===== src/rtl/handshake_monitor.sv =====
// handshake_monitor
//   Passive checker for N_CHANNELS independent valid/ready channels. It
//   counts completed transfers and raises sticky error flags for protocol
//   violations seen while a transfer is pending (valid high, ready low).
//
// Parameters
//   N_CHANNELS   number of monitored channels
//   DATA_WIDTH   payload width per channel
//   STALL_LIMIT  consecutive stalled edges that raise err_stall (1..255)
//   CNT_WIDTH    width of each per-channel transfer counter
//
// Ports
//   CLK              clock, rising edge
//   RESET            synchronous active-high reset (wins over everything)
//   valid, ready     per-channel handshake
//   data             per-channel payload, channel i at [i*DATA_WIDTH +: DATA_WIDTH]
//   err_clr          synchronous clear of all sticky flags
//   xfer_count       per-channel transfer count, packed like data
//   err_valid_drop   valid deasserted while pending
//   err_data_change  payload changed while pending
//   err_stall        pending for STALL_LIMIT consecutive edges
//   any_err          OR of all error flags
//
// Build option
//   HANDSHAKE_MONITOR_ASSERT_EN  adds concurrent assertions that fire on
//   each violation condition; flag/counter behaviour is unchanged.
module handshake_monitor #(
  parameter int N_CHANNELS  = 3,
  parameter int DATA_WIDTH  = 4,
  parameter int STALL_LIMIT = 16,
  parameter int CNT_WIDTH   = 8
) (
  input  logic                             CLK,
  input  logic                             RESET,
  input  logic [N_CHANNELS-1:0]            valid,
  input  logic [N_CHANNELS-1:0]            ready,
  input  logic [N_CHANNELS*DATA_WIDTH-1:0] data,
  input  logic                             err_clr,
  output logic [N_CHANNELS*CNT_WIDTH-1:0]  xfer_count,
  output logic [N_CHANNELS-1:0]            err_valid_drop,
  output logic [N_CHANNELS-1:0]            err_data_change,
  output logic [N_CHANNELS-1:0]            err_stall,
  output logic                             any_err
);

  localparam logic [7:0] LIMIT    = 8'(STALL_LIMIT);
  localparam logic [7:0] LIMIT_M1 = 8'(STALL_LIMIT - 1);

  for (genvar i = 0; i < N_CHANNELS; i++) begin : g_ch
    logic                  v;
    logic                  r;
    logic [DATA_WIDTH-1:0] d;
    logic                  pend;
    logic [DATA_WIDTH-1:0] shadow;
    logic [7:0]            stall_cnt;
    logic [CNT_WIDTH-1:0]  cnt;
    logic                  f_drop;
    logic                  f_chg;
    logic                  f_stall;
    logic                  drop_ev;
    logic                  chg_ev;
    logic                  stall_ev;

    assign v = valid[i];
    assign r = ready[i];
    assign d = data[i*DATA_WIDTH +: DATA_WIDTH];

    // The stall counter counts every valid&!ready edge, including the one
    // that opens the episode, so err_stall fires on the STALL_LIMIT-th
    // stalled edge. Saturation at LIMIT keeps the event one-shot.
    always_comb begin
      drop_ev  = pend & ~v;
      chg_ev   = pend & v & (d != shadow);
      stall_ev = v & ~r & (stall_cnt == LIMIT_M1);
    end

    always_ff @(posedge CLK) begin
      if (RESET) begin
        pend      <= 1'b0;
        shadow    <= '0;
        stall_cnt <= '0;
        cnt       <= '0;
        f_drop    <= 1'b0;
        f_chg     <= 1'b0;
        f_stall   <= 1'b0;
      end else begin
        pend <= v & ~r;
        if (~pend & v & ~r)
          shadow <= d;
        if (v & ~r) begin
          if (stall_cnt != LIMIT)
            stall_cnt <= stall_cnt + 8'd1;
        end else begin
          stall_cnt <= '0;
        end
        if (v & r)
          cnt <= cnt + CNT_WIDTH'(1);
        // A violation on the clearing edge survives the clear.
        f_drop  <= (f_drop  & ~err_clr) | drop_ev;
        f_chg   <= (f_chg   & ~err_clr) | chg_ev;
        f_stall <= (f_stall & ~err_clr) | stall_ev;
      end
    end

    assign xfer_count[i*CNT_WIDTH +: CNT_WIDTH] = cnt;
    assign err_valid_drop[i]  = f_drop;
    assign err_data_change[i] = f_chg;
    assign err_stall[i]       = f_stall;

`ifdef HANDSHAKE_MONITOR_ASSERT_EN
    a_valid_drop: assert property (@(posedge CLK) disable iff (RESET) !drop_ev);
    a_data_change: assert property (@(posedge CLK) disable iff (RESET) !chg_ev);
    a_stall: assert property (@(posedge CLK) disable iff (RESET) !stall_ev);
`else
`endif
  end

  assign any_err = |{err_valid_drop, err_data_change, err_stall};

endmodule


===== config.mk =====
export PLATFORM = sky130hd
export DESIGN_NAME = handshake_monitor
export DESIGN_NICKNAME = d
export VERILOG_FILES = /design/src/rtl/handshake_monitor.sv
export SDC_FILE = /design/constraint.sdc
export NUM_CORES = 1
export LEC_CHECK = 0
export ABC_CLOCK_PERIOD_IN_PS = 1500
export BUFFER_PORTS_ARGS = -buffer_cell sky130_fd_sc_hd__buf_2
export CORE_MARGIN = 2
export CORE_UTILIZATION = 56
export DETAILED_ROUTE_END_ITERATION = 16
export PLACE_DENSITY = 0.77
export SLEW_MARGIN = 30
export SYNTH_ARGS = -nofsm -noshare
export SYNTH_HDL_FRONTEND = slang
export SYNTH_SLANG_ARGS = --single-unit

===== constraint.sdc =====
create_clock -name CLK -period 1.5 [get_ports CLK]
set_input_delay 0.3 -clock CLK [delete_from_list [all_inputs] [get_ports CLK]]
set_output_delay 0.3 -clock CLK [all_outputs]
set_load 0.03 [all_outputs]

==> impl_metrics.tcl, run 1 <==
set metrics [dict create \
    status "finished, violations left" \
    violations "setup timing" \
    relSlewSlack 0.699 \
    pwr-share-clk 0.437 \
    clock_latency_ns 0.34 \
    grt_pass1_wl_mm 11.4 \
    synth_edf_count 0 \
    slowest_stage "dfxtp_2" \
    antenna_found_initial 0 \
    utilization 0.667 \
    grt_overflow 0 \
    syn-instance-count 376 \
    core_area_um2 5850 \
    grt_pass1_vias 2551 \
    critPathTopFamily "simple AND/OR/NAND/NOR gates" \
    top_layer "met4" \
    worst-path-buf-inv 1 \
    p_per_area_nw_per_um2 1030 \
    path_class "register to primary output" \
    drv_slew 0 \
    syn_area_per_cell_um2 8.92 \
    setup_ws_ns -0.0352 \
    fp.dieH_um 81.4 \
    wl_met2_mm 3.32 \
    initial_core_util 0.573 \
    grt_max_degree 24 \
    clockRootBuffer "clkbuf_8" \
    drc 0 \
    critPathMaxFanout 2 \
    wirelength_mm 6.86 \
    vias 2809 \
    wl_per_cell_um 13.5 \
    hold_violations 0 \
    synth.cell_area_um2 3350 \
    startpoint_type "register" \
    port_buffers 54 \
    max_freq_mhz 651 \
    post-route-period-util 1.02 \
    syn-num-nets 406 \
    fillCellCount 484 \
    slowest_delay_ns 0.34 \
    yosysUniqueCellTypes 33 \
    clockBufferDepth 2 \
    fin_nets 459 \
    drv_cap 0 \
    dieArea_um2 6630 \
    seqPwrFrac 0.495 \
    yosysTopAreaCell "dfxtp_1" \
    die_w_um 81.4 \
    cts_sinks 72 \
    p_switching_w 0.000879 \
    grt_usage 0.221 \
    boundaryPins 55 \
    layout-drive-gt1-share 0.205 \
    diodes 0 \
    synthTopCellsByCount "72 x dfxtp_1, 37 x a21oi_1, 29 x nor2_1" \
    cts_max_level 3 \
    hp-class "input port to register" \
    cp.arrival_ns 1.24 \
    critical_path_required_ns 1.20 \
    clkSlewWorstSetupHoldPaths_ns 0.07 \
    drt_first_pass_iters 4 \
    wl_met3_um 291 \
    synth_seq_area_share 0.430 \
    finalInstanceArea_um2 3910 \
    place_congestion 0.797 \
    worstMarginPinSlew_ns 0.450 \
    ant_nets 0 \
    end_kind "primary output" \
    p_sw_frac 0.219 \
    clock_skew_ns 0.00554 \
    yosys_warnings 0 \
    ys_async_sr_fraction 0 \
    synth_area_leaders "dfxtp_1 43%, a21oi_1 5.5%, xor2_1 4.7%, mux2i_1 3.6%, ha_1 3.4%" \
    worstPathCellList "nor4_4, nand3_1, buf_6" \
    yosys_most_used_dff "dfxtp_1" \
    netlist.area_leader.share 0.430 \
    hpwl_mm 5.06 \
    p_int_w 0.00314 \
    row_count 28 \
    finalSetupViolCount 1 \
    yosysMostFrequentCell "dfxtp_1" \
    cts_buffers 9 \
    tritoncts "yes" \
    syn_to_final_growth_pct 16.4 \
    synth_seq_cells 72 \
    power_frac_comb 0.068 \
    dpl_cell_area_um2 3640 \
    met1_length_mm 3.12 \
    p_leak_nw 1.54 \
    grt_setup_unrepaired "true" \
    hold_buffers 0 \
    vdd_drop_max_mv 0.583 \
    route.detailed.vias_per_inst 5.52 \
    drt_iter0_markers 152 \
    fin_crit_ns 1.54 \
]
cell families (layout without fill, tap and decap cells):
group	Yosys count	count (layout)	share of synthesized area
DFF	72	72	0.430
buffers and inverters	38	96	0.0604
adders and majority gates	9	9	0.0336
and+or+nand+nor	146	146	0.248
AOI/OAI and AO/OA	72	72	0.122
muxes	12	12	0.0358
xor gates and xnor gates	27	27	0.0705
worst min-delay path: cells and delay by family:
family                 cells  cell delay (ns)
AND/OR/NAND/NOR            1             0.07
buffers and inverters      1             0.09
multiplexers               1             0.06
metal layers:
metal / GRT usage / vias to the layer above
li1: - / 1437
met1: 0.283 / 1297
met2: 0.360 / 63
met3: 0.0500 / 12
met4: 0.0915 / 0
met5: 0 / -
sequential cells by signal (all words and copies together), names as in the netlist:
name / flops
g_ch.cnt: 24
g_ch.f_chg: 3
g_ch.f_drop: 3
g_ch.f_stall: 3
g_ch.pend: 3
g_ch.shadow: 12
g_ch.stall_cnt: 24
cell type report:
cell class / instances / area (µm²) / share of cell area
inverter: 17 / 63.8 / 0.0163
multi-input combinational: 266 / 1730 / 0.442
timing repair buffer: 63 / 344 / 0.0881
clock inverter: 2 / 60.1 / 0.0154
sequential: 72 / 1450 / 0.370
tap: 75 / 93.8 / 0.0240
clock buffer: 14 / 173 / 0.0442
power groups by stage:
stage / Sequential [W] / Clock (W) / Combinational [W]
final: 0.00199 / 0.00175 / 0.000274
after global routing: 0.00199 / 0.00187 / 0.000305
after CTS: 0.00199 / 0.00178 / 0.000277
after detailed placement: 0.00203 / 0 / 0.000268
after global placement: 0.00203 / 0 / 0.000262
after floorplan: 0.00204 / 0 / 0.000171
final timing paths:
path                             start                   end  slack, ns  cells past startpoint
hold / removal                 data[1]     g_ch[0].shadow[1]       0.22                      3
setup / recovery       g_ch[0].f_stall               any_err      -0.04                      3
setup reg to reg  g_ch[0].stall_cnt[2]  g_ch[0].stall_cnt[7]       0.10                      3
hold reg to reg         g_ch[1].cnt[7]        g_ch[1].cnt[7]       0.48                      2
timing repair:
| action | CTS | global route |
|---|---|---|
| setup endpoints to repair | 1 | 2 |
| buffers inserted | 1 | 0 |
| pin swaps | 2 | 1 |
| gates resized for setup | 6 | 1 |
metrics by stage:
step           power [W]  instances  setup WS (ns)  hold slack, ns  setup TNS [ns]
2_1_floorplan    0.00221        376         0.0519           0.446               0
3_3_place_gp     0.00229        492          0.142           0.464               0
3_5_place_dp     0.00230        492          0.126           0.465               0
4_1_cts          0.00405        509        -0.0465           0.211         -0.0465
5_1_grt          0.00417        509         -0.111           0.222          -0.111
6_report         0.00402        509        -0.0352           0.218         -0.0352
placed cells by master (no fill, tap or decap), types with 2 or more instances in the layout:
cell / instances
buf_4: 9
ha_1: 9
nand4_1: 9
or3_1: 18
o21ai_0: 19
nor4bb_1: 3
xnor2_1: 9
nand2_1: 23
xor2_1: 18
dfxtp_2: 3
dfxtp_1: 69
or3b_1: 3
nor4_1: 3
nand4bb_1: 3
inv_1: 17
or4_1: 8
nand3_1: 21
mux2i_1: 12
clkbuf_8: 12
o41ai_2: 2
a21oi_1: 37
nor3_1: 10
buf_2: 53
o31ai_1: 11
bufinv_16: 2
nor3b_2: 3
clkbuf_1: 2
nand2b_1: 7
nor2_1: 29
o21ai_1: 3
Note: power is estimated with default switching activity, not from simulation.
==> inputs of run 2 (changes only) <==
- ABC_CLOCK_PERIOD_IN_PS: 1500 -> 1800
- CORE_UTILIZATION: 56 -> 60
- PLACE_DENSITY: 0.77 -> 0.82
- clock period: 1.5 -> 1.8 ns (I/O delays scaled with it)
==> run 2 against run 1 <==
Net effect:
- the run now ends clean
- register-to-register slack better by 0.27 ns
- sequential share of layout area up 1.2 points
- total power shrank 24%
- flip-flop and latch count stayed put
- largest power group unchanged
==> impl_metrics.tcl, run 2 (same netlist as run 1, synthesis figures left out) <==
set metrics [dict create \
    max_freq_mhz 589 \
    wirelength_mm 6.78 \
    critPathMaxFanout 3 \
    grt_max_degree 19 \
    fin_crit_ns 1.70 \
    rr_startpoint "g_ch[2].stall_cnt[0]" \
    vdd_drop_max_mv 0.561 \
    cts_sinks 72 \
    post-route-period-util 0.943 \
    drt_first_pass_iters 4 \
    layout_common_cells "72 x dfxtp_1, 54 x buf_2, 37 x a21oi_1" \
    p_leak_nw 1.48 \
    reg2reg_to "g_ch[2].stall_cnt[6]" \
    final.setup.tns_ns 0 \
    worstMarginPinSlew_ns 0.451 \
    clock_skew_ns 0.00884 \
    clock_latency_ns 0.34 \
    relSlewSlack 0.698 \
    grt_pass1_wl_mm 11.4 \
    worstPathCellList "nor4_2, nand3_1, buf_2" \
    syn_to_final_growth_pct 12.6 \
    path_class "register to primary output" \
    whs_path_depth 3 \
    drv_slew 0 \
    slowest_stage "dfxtp_1" \
    rr_worst_depth 4 \
    place_congestion 0.866 \
    port_buffers 54 \
    dieArea_um2 6200 \
    cp.arrival_ns 1.34 \
    finalInstanceArea_um2 3780 \
    drt_iter0_markers 175 \
    grt_overflow 0 \
    largestRegisters "g_ch.cnt: 24 flops, g_ch.stall_cnt: 24 flops, g_ch.shadow: 12 flops" \
    layout-drive-gt1-share 0.183 \
    clockBufferDepth 2 \
    hp-start "data[0]" \
    hp-class "input port to register" \
    grt_setup_unrepaired "false" \
    diodes 0 \
    row_count 27 \
    die_w_um 78.8 \
    dpl_cell_area_um2 3590 \
    status "completed" \
    fillCellCount 409 \
    grt_pass1_vias 2645 \
    ff2ff_setup_slack_ns 0.37 \
    hpwl_mm 4.94 \
    wl_met2_mm 3.28 \
    hold_end "g_ch[0].shadow[0]" \
    initial_core_util 0.617 \
    slowest_delay_ns 0.33 \
    boundaryPins 55 \
    end_kind "primary output" \
    startpoint_type "register" \
    cts_buffers 9 \
    tritoncts "yes" \
    final_common_cell "dfxtp_1" \
    wl_met3_um 387 \
    critical_path_required_ns 1.44 \
    hold_violations 0 \
    finalSetupViolCount 0 \
    cts_max_level 3 \
    drc 0 \
    clockRootBuffer "clkbuf_8" \
    met1_length_mm 2.99 \
    route.detailed.vias_per_inst 5.67 \
    core_area_um2 5440 \
    p_per_area_nw_per_um2 812 \
    top_layer "met4" \
    grt_usage 0.232 \
    fin_nets 452 \
    cts_resized 0 \
    antenna_found_initial 0 \
    ant_nets 0 \
    hold_buffers 0 \
    fp.dieH_um 78.8 \
    wl_per_cell_um 13.6 \
    clkSlewWorstSetupHoldPaths_ns 0.07 \
    vias 2828 \
    drv_cap 0 \
    cts_setup_buffers 0 \
]
==> run 2: worst max-delay path: cells and delay by family (launching register included) <==
family                 cells  cell delay (ns)
buffers and inverters      1             0.20
and+or+nand+nor            2             0.47
DFF                        1             0.33
==> run 2: stage by stage <==
| stage | total power (W) | hold WS (ns) | util | std cells | setup WS [ns] |
|---|---|---|---|---|---|
| 2_1_floorplan | 0.00184 | 0.446 | - | 376 | 0.352 |
| 3_3_place_gp | 0.00190 | 0.460 | 0.660 | 483 | 0.335 |
| 3_5_place_dp | 0.00191 | 0.471 | 0.660 | 483 | 0.313 |
| 4_1_cts | 0.00310 | 0.270 | 0.693 | 499 | 0.0107 |
| 5_1_grt | 0.00319 | 0.288 | 0.695 | 499 | 0.0405 |
| 6_report | 0.00307 | 0.284 | 0.695 | 499 | 0.102 |
==> run 2: layer usage <==
metal | global-route usage | up-vias
li1 | - | 1417
met1 | 0.266 | 1330
met2 | 0.392 | 71
met3 | 0.0682 | 10
met4 | 0.118 | 0
met5 | 0 | -
==> run 2: worst max path at each step <==
stage | from | end | cells after the start
floorplan | g_ch[0].cnt[0] | g_ch[0].cnt[7] | 3
global placement | RESET | g_ch[1].f_stall | 3
global route | g_ch[0].f_chg | any_err | 3
finish | g_ch[0].f_chg | any_err | 3
detailed placement | RESET | g_ch[1].f_stall | 3
CTS | g_ch[0].f_chg | any_err | 3
==> run 2: where the power goes <==
| group | total [W] | leakage, nW | switching, W | internal, W |
|---|---|---|---|---|
| clock | 0.00119 | 0.0941 | 0.000558 | 0.000635 |
| combinational | 0.000220 | 0.801 | 0.000135 | 0.0000853 |
| sequential | 0.00165 | 0.583 | 0.0000303 | 0.00162 |
| total | 0.00307 | 1.48 | 0.000723 | 0.00234 |
==> run 2: cell type report <==
type | count | area [µm²] | share of cell area
well taps | 72 | 90.1 | 0.0238
inverters | 17 | 63.8 | 0.0169
clock inverters | 4 | 45.0 | 0.0119
clock buffers | 12 | 135 | 0.0358
repair buffers | 56 | 285 | 0.0755
flip-flops and latches | 72 | 1440 | 0.382
multi-input cells | 266 | 1720 | 0.454
